File: src/rtl/snn_pkg.sv
// Shared types and helpers for the spike front end, the trainer and the ODESA network.
package snn_pkg;

  localparam int CH_N = 100;

  typedef enum logic [1:0] {IDLE, EMIT, GAP} state_t;

  typedef logic [CH_N:1] chan_vec_t;

  // Channel index (1-based) to one-hot vector; index 0 or out of range gives all zeros.
  function automatic chan_vec_t onehot(int unsigned idx);
    chan_vec_t v;
    v = '0;
    if (idx >= 1 && idx <= CH_N) v = chan_vec_t'(1) << (idx - 1);
    return v;
  endfunction

endpackage

File: src/rtl/rr_arbiter.sv
// Combinational round-robin pick: lowest requester at or above ptr, else lowest overall.
module rr_arbiter #(
  parameter int p_s = 100
) (
  input  logic [p_s:1]                 req,
  input  logic [$clog2(p_s+1)-1:0]     ptr,
  output logic [p_s:1]                 grant,
  output logic [$clog2(p_s+1)-1:0]     idx,
  output logic                         valid
);

  localparam int IW = $clog2(p_s + 1);

  logic hit_hi;

  always_comb begin
    idx    = '0;
    hit_hi = 1'b0;
    grant  = '0;
    valid  = |req;
    // Scan downward so the final assignment is the lowest qualifying index.
    for (int k = p_s; k >= 1; k--) begin
      if (req[k] && (IW'(k) >= ptr)) begin
        idx    = IW'(k);
        hit_hi = 1'b1;
      end
    end
    if (!hit_hi) begin
      for (int k = p_s; k >= 1; k--) begin
        if (req[k]) idx = IW'(k);
      end
    end
    for (int k = 1; k <= p_s; k++) grant[k] = valid && (idx == IW'(k));
  end

endmodule

File: src/rtl/spike_scheduler.sv
// Serialises multi-hot spike vectors into spaced one-hot events for the network input.
module spike_scheduler
  import snn_pkg::*;
#(
  parameter int p_s     = CH_N,
  parameter int p_gap   = 4,
  parameter int p_cnt_w = 16
) (
  input  logic               i_clk,
  input  logic               i_rst,
  input  logic [p_s:1]       i_event,
  input  logic               i_enable,
  input  logic               i_flush,
  output logic [p_s:1]       o_event,
  output logic               o_busy,
  output logic               o_drop,
  output logic [p_cnt_w-1:0] o_drop_cnt
);

  localparam int IW = $clog2(p_s + 1);
  localparam int GW = (p_gap > 0) ? $clog2(p_gap + 1) : 1;

  state_t          state, state_nxt;
  logic [p_s:1]    pending, pending_nxt, clear_mask;
  logic [IW-1:0]   ptr;
  logic [GW-1:0]   gap_cnt, gap_nxt;
  logic [p_s:1]    gnt;
  logic [IW-1:0]   gnt_idx;
  logic            gnt_vld;
  logic            fire;
  logic            drop_nxt;

  rr_arbiter #(.p_s(p_s)) u_arb (
    .req   (pending),
    .ptr   (ptr),
    .grant (gnt),
    .idx   (gnt_idx),
    .valid (gnt_vld)
  );

  // The last GAP cycle doubles as the IDLE decision cycle, so exactly p_gap
  // zero cycles separate consecutive events.
  always_comb begin
    state_nxt = state;
    gap_nxt   = gap_cnt;
    fire      = 1'b0;
    case (state)
      IDLE: fire = i_enable && gnt_vld;
      EMIT: begin
        if (p_gap > 0) begin
          state_nxt = GAP;
          gap_nxt   = GW'(p_gap);
        end else begin
          state_nxt = IDLE;
          fire      = i_enable && gnt_vld;
        end
      end
      GAP: begin
        gap_nxt = gap_cnt - GW'(1);
        if (gap_cnt <= GW'(1)) begin
          state_nxt = IDLE;
          gap_nxt   = '0;
          fire      = i_enable && gnt_vld;
        end
      end
      default: state_nxt = IDLE;
    endcase
    if (fire) state_nxt = EMIT;
    if (i_flush) begin
      state_nxt = IDLE;
      gap_nxt   = '0;
      fire      = 1'b0;
    end
  end

  always_comb begin
    clear_mask  = fire ? gnt : '0;
    pending_nxt = i_flush ? '0 : ((pending & ~clear_mask) | i_event);
    drop_nxt    = !i_flush && (|(i_event & pending & ~clear_mask));
  end

  always_ff @(posedge i_clk or posedge i_rst) begin
    if (i_rst) begin
      state      <= IDLE;
      pending    <= '0;
      ptr        <= IW'(1);
      gap_cnt    <= '0;
      o_event    <= '0;
      o_drop     <= 1'b0;
      o_drop_cnt <= '0;
    end else begin
      state   <= state_nxt;
      pending <= pending_nxt;
      gap_cnt <= gap_nxt;
      o_event <= fire ? gnt : '0;
      o_drop  <= drop_nxt;
      if (fire) ptr <= (gnt_idx == IW'(p_s)) ? IW'(1) : gnt_idx + IW'(1);
      if (drop_nxt && !(&o_drop_cnt)) o_drop_cnt <= o_drop_cnt + p_cnt_w'(1);
    end
  end

  assign o_busy = (|pending) || (state != IDLE);

endmodule

File: config.mk
export PLATFORM = sky130hd
export DESIGN_NAME = spike_scheduler
export DESIGN_NICKNAME = d
export VERILOG_FILES = /design/src/rtl/snn_pkg.sv /design/src/rtl/rr_arbiter.sv /design/src/rtl/spike_scheduler.sv
export SDC_FILE = /design/constraint.sdc
export NUM_CORES = 1
export LEC_CHECK = 0
export ABC_AREA = 1
export CORE_AREA = 4 4 164 166
export CTS_CLUSTER_DIAMETER = 200
export DETAILED_ROUTE_END_ITERATION = 12
export DIE_AREA = 0 0 168 170
export GPL_TIMING_DRIVEN = 0
export PLACE_DENSITY = 0.91
export SYNTH_ARGS = -nofsm -noshare
export SYNTH_HDL_FRONTEND = slang
export SYNTH_HIERARCHICAL = 1
export SYNTH_SLANG_ARGS = --single-unit
export TNS_END_PERCENT = 50
File: constraint.sdc
create_clock -name i_clk -period 18.9 [get_ports i_clk]
set_input_delay 4.725 -clock i_clk [delete_from_list [all_inputs] [get_ports i_clk]]
set_output_delay 4.725 -clock i_clk [all_outputs]
set_load 0.03 [all_outputs]
# After elaboration in Yosys (flattened, before gate mapping)
# Cells that the tools add are included.
# op_classes
n_eq_ne	104
addsub	3
order_cmp	101
n_mux	314
bitwise	5
n_reduce_logical	213
# ops
cell	count
$mux 7	202
$and 100x100->100	3
$eq 7x7->1 const B	37
$ge 7x7->1 const A	37
$eq 7x6->1 const B	32
$ge 6x7->1 const A	32
$logic_and 1x1->1	203
$mux 100	2
$reduce_or 100->1	2
$eq 7x5->1 const B	16
$ge 5x7->1 const A	16
$mux 1	102
$not 100->100	1
$or 100x100->100	1
$eq 7x4->1 const B	8
$ge 4x7->1 const A	8
$eq 7x3->1 const B	4
$ge 3x7->1 const A	4
$add 16x1->16 const B	1
$reduce_and 16->1	1
$eq 7x2->1 const B	2
$ge 2x7->1 const A	2
$add 7x1->7 const B	1
$eq 7x1->1 const B	1
18 further kinds	22
# totals
out_inout_bits	118
regBits	229
elab_cells	747

# Longest topological paths before layout
# logic_depth
word_depth	211
ltp_mapped	213
depth_no_buf	211

# Hierarchy
# Netlist, hierarchy kept.
# by_module_without_submodules
module	seq_area_each_um2	area_per_inst_um2	n_inst	cells_per_inst
spike_scheduler	5731.7	10156.0	1	1220
rr_arbiter	0.0	4852.2	1	1129

# Least setup slack after synthesis
# No wires, ideal clock.
# synth_timing
kind	register to register
startpoint	register ptr[3]
endpoint	register o_drop_cnt[2]
arrival_time_ns	10.659
stages_incl_launch_ff	212
n_path_buf	2
slack_ns	8.174
cell_sequence	dfrtp_1 > buf_4 > inv_1 > nand2_1 > o21ai_1 > nand3_1 > nand2_1 > nand2_1 > nand2_1 > nand2_1 > nand2_1 > nand2_1 > nand2_1 > nand2_1 > nand2_1 > nand2_1 > nand2_1 > nand2_1 > (+176 left out) > nand2_1 > nand2_4 > nand2_8 > nand3_2 > nor2_1 > nand3_1 > nand2_1 > nand2_1 > nor2_1 > nand2_1 > nor2_1 > nand2_1 > nor2_2 > nand2_2 > nand3_2 > buf_6 > nand2_1 > nand2_1
# synth_via
elab_chain_cells	211
elab_cells_between_ends	707
# synth_lines
element	line	rtl
from (decl)	spike_scheduler.sv:25	logic [IW-1:0] ptr;
from (signal assigned)	spike_scheduler.sv:97	if (fire) ptr <= (gnt_idx == IW'(p_s)) ? IW'(1) : gnt_idx + IW'(1);
$ge 7x7->1	rr_arbiter.sv:23	if (req[k] && (IW'(k) >= ptr)) begin
$logic_and 1x1->1	rr_arbiter.sv:23	
$mux 7 (100 in a row)	rr_arbiter.sv:23	
$mux 7 (100 in a row)	rr_arbiter.sv:30	if (req[k]) idx = IW'(k);
$mux 7 (*)	rr_arbiter.sv:28	if (!hit_hi) begin
$eq 7x6->1 (*)	rr_arbiter.sv:33	for (int k = 1; k <= p_s; k++) grant[k] = valid && (idx == IW'(k));
$logic_and 1x1->1 (*)	rr_arbiter.sv:33	
named net gnt (one bit)	spike_scheduler.sv:27	logic [p_s:1] gnt;
$mux 100 (*)	spike_scheduler.sv:77	clear_mask = fire ? gnt : '0;
$not 100->100 (*)	spike_scheduler.sv:79	drop_nxt = !i_flush && (|(i_event & pending & ~clear_mask));
$and 100x100->100 (*)	spike_scheduler.sv:79	
$reduce_or 100->1 (*)	spike_scheduler.sv:79	
$logic_and 1x1->1 (*)	spike_scheduler.sv:79	
$logic_and 1x1->1 (*)	spike_scheduler.sv:98	if (drop_nxt && !(&o_drop_cnt)) o_drop_cnt <= o_drop_cnt + p_cnt_w'(1);
to (signal assigned)	spike_scheduler.sv:98	
to (decl)	spike_scheduler.sv:17	output logic [p_cnt_w-1:0] o_drop_cnt
# Mark *: on every way through the listed nets, which the timed path passes. The rest lies on a longest branch.
# A chain may end at the register's enable or synchronous reset.

# Final worst setup path
# layout_timing
startpoint	register ptr[2]
endpoint	register o_drop_cnt[3]
# The elaborated chain is that of the path after synthesis.

==> run_results.csv <==
group,metric,value,unit
outcome,status,"complete, no violations",
clocking,clk_latency,530,ps
sta,finalClockSkew,22.8,ps
detailed_routing,routedWlPerCell,22.3,microns
detailed_routing,routed_via_density,6.12,
floorplan,num_rows,59,
global_routing,antenna_found_initial,0,
floorplan,start_util,58.6,%
synth,yosysTopAreaCellShare,38.0,%
critical_path,crit_path_top_delay_cell,"nor2_2",
cells_and_area,post_layout_nonfiller_instances,2949,
detailed_routing,drtPass1Iterations,9,
sta,tightestPinTransition,1120,ps
synth,syn-instance-count,2349,
synth,syn_area,0.0150,sq mm
worst_hold_path,hold_path_class,"reg2reg",
floorplan,dieArea,0.0286,sq mm
clocking,cts_hold_buf,0,
global_routing,overflow,0,
placed_design,routabilityCongestion,1.10,
critical_path,worstPathRequired,19360,ps
sta,period_needed,14070,ps
global_routing,grt_max_degree,116,
critical_path,worstPathBufferInverterCount,4,
critical_path,cpMostUsedCell,"nand2_1",
floorplan,core_area,0.0256,sq mm
critical_path,cp_slowest_stage_delay,480,ps
sta,fmax,0.0711,GHz
power,pwr_density_cell,86.4,mW/mm^2
sta,slew_headroom,24.9,%
detailed_routing,drcViolationCount,0,
detailed_routing,wirelength,65700,microns
sta,totalNegativeSetupSlack,0,ps
sta,rsz0062_at_grt,"no",
critical_path,cp.arrival,14530,ps
floorplan,die_x,168,microns
critical_path,ff2ff_setup_slack,4830,ps
synth,syn_nets,2457,
critical_path,crit_family,"simple AND/OR/NAND/NOR gates",
synth,yosys.area.top_type,"dfrtp_1",
detailed_routing,ant_nets,0,
clocking,cts_tree,"built",
sta,hold_violations,0,
synth,synth_seq_area_share,38.2,%
placed_design,pre_cts_ws,5300,ps
global_routing,grt.total_usage,44.3,%
synth,synth-seq-cells,229,
clocking,cts_max_path_buffers,3,
global_routing,grt_pass1_vias,17400,
synth,syn_area_per_cell,6.39,sq um
critical_path,start_kind,"flop",
clocking,cts_sinks,229,
detailed_routing,num_vias,18100,
clocking,path_clk_slew,70,ps
clocking,cts_buffers,23,
critical_path,criticalPathCategory,"reg2reg",
power,p_leak,10.1,nW
placed_design,io_buffers,221,
clocking,cts_max_level,1,
synth,yosysUniqueCellTypes,42,
detailed_routing,drt_iter0_markers,3143,
sta,maxSlewViolCount,0,
sta,worst_slack,4830,ps
cells_and_area,drive_gt1_share,3.98,%
global_routing,grt_pass1_wl,97700,microns
critical_path,cp_max_fo,10,
job,drv_cap,0,
floorplan,io_pins,222,
cells_and_area,nets,2704,
placed_design,dpl.hpwl,49600,microns
clocking,cts_resized,0,
cells_and_area,final_util,72.0,%
clocking,cts_root_buf,"clkbuf_16",
synth,yosysWarnings,6,
sta,finalSetupViolCount,0,
placed_design,dp_cells,2906,
critical_path,endpoint_kind,"flop",
synth,ys_top_cells_by_area,"dfrtp_1 38%, nand2_1 16%, inv_1 10%",
cells_and_area,area_growth,22.9,%
floorplan,die_h,170,microns
sta,period_share,74.4,%
power,ir_drop,83.3,uV
clocking,postCtsSetupBuffers,0,
-- cell usage after synthesis (all sizes together) --
cell type	n
o31ai	2
buf	27
dfstp	1
dfrtp	228
nand3	187
nand3b	1
nor2	407
xor2	11
xnor2	8
nand4	52
o21bai	1
o2111ai	1
nand2	654
clkbuf	23
nor4	44
ha	4
o211ai	21
clkinv	1
and3	1
a31oi	4
a211o	1
inv	419
o41ai	1
o21ai	66
a22o	1
a21oi	131
nor3	35
a211oi	13
o311ai	1
a311o	1
a21boi	2
-- state kept, by name, summed over array words and instances (netlist names) --
name and flops:
ptr 7, o_drop_cnt 16, pending 100, o_drop 1, state 2, o_event 100, gap_cnt 3
-- stage by stage --
stage	hold slack (ps)	area, sq um	power, W
4_1_cts	495	18400	0.00156
5_1_grt	529	18400	0.00164
2_1_floorplan	448	15000	0.000880
3_3_place_gp	469	17600	0.00107
6_report	501	18500	0.00159
3_5_place_dp	475	17700	0.00108
-- where the power goes --
part           total, W  leakage (nW)  switching [W]  internal [W]
Combinational  0.000537          6.65       0.000390      0.000147
Clock          0.000483         0.386       0.000208      0.000275
Sequential     0.000574          3.03      0.0000560      0.000518
Total           0.00159          10.1       0.000654      0.000940
-- worst paths after layout --
check / from / end / depth (start not counted)
hold reg to reg: ptr[3]$_DFFE_PP0N_ / ptr[3]$_DFFE_PP0N_ / 2
max in group asynchronous: i_rst / pending[50]$_DFF_PP0_ / 3
hold / removal: ptr[3]$_DFFE_PP0N_ / ptr[3]$_DFFE_PP0N_ / 2
setup reg to reg: ptr[2]$_DFFE_PP0N_ / o_drop_cnt[3]$_DFFE_PP0P_ / 208
min in group asynchronous: i_rst / o_event[82]$_DFF_PP0_ / 2
setup / recovery: ptr[2]$_DFFE_PP0N_ / o_drop_cnt[3]$_DFFE_PP0P_ / 208
-- cells in the final DEF (no fill, tap or decap), drive strengths merged, types with 35 or more instances in the layout --
cell	synthesis	layout
dfrtp	228	228
nand3	187	187
inv	419	422
nand4	52	52
nor2	407	407
nand2	654	654
o21ai	66	66
nor4	44	44
clkbuf	23	51
nor3	35	35
a21oi	131	131
clkdlybuf4s50	0	221
-- logic make-up after synthesis --
kind of cell	Yosys count	share of synthesized area (%)
AOI/OAI and AO/OA	246	9.05
and+or+nand+nor	1381	39.1
xor gates and xnor gates	19	1.11
adders and majority gates	4	0.333
buffers and inverters	470	12.2
DFF	229	38.2
-- final cells by class --
cell class,count,area (sq um)
flip-flops and latches,229,5730
clock buffers,28,614
plain buffers,50,256
repair buffers,222,2240
inverters,420,1580
diodes,2,5.00
well taps,335,419
fillers,1985,7160
clock inverters,13,158
multi-input cells,1650,7440
-- metal layers --
layer / GRT usage [%] / share of wire (%) / wire length (microns)
met5: 0 / 0.093 / 61
met1: 53.5 / 34 / 22500
met4: 26.6 / 8.3 / 5430
met3: 11.6 / 13 / 8720
met2: 71.6 / 44 / 29000
-- worst register-to-register path, delay by kind of cell, from the launching register on --
kind / cells / cell delay [ps]
flip-flops: 1 / 390
AO/OA/AOI/OAI: 1 / 270
AND/OR/NAND/NOR: 203 / 12560
buffers and inverters: 4 / 800
(Power assumes the default switching activity.)
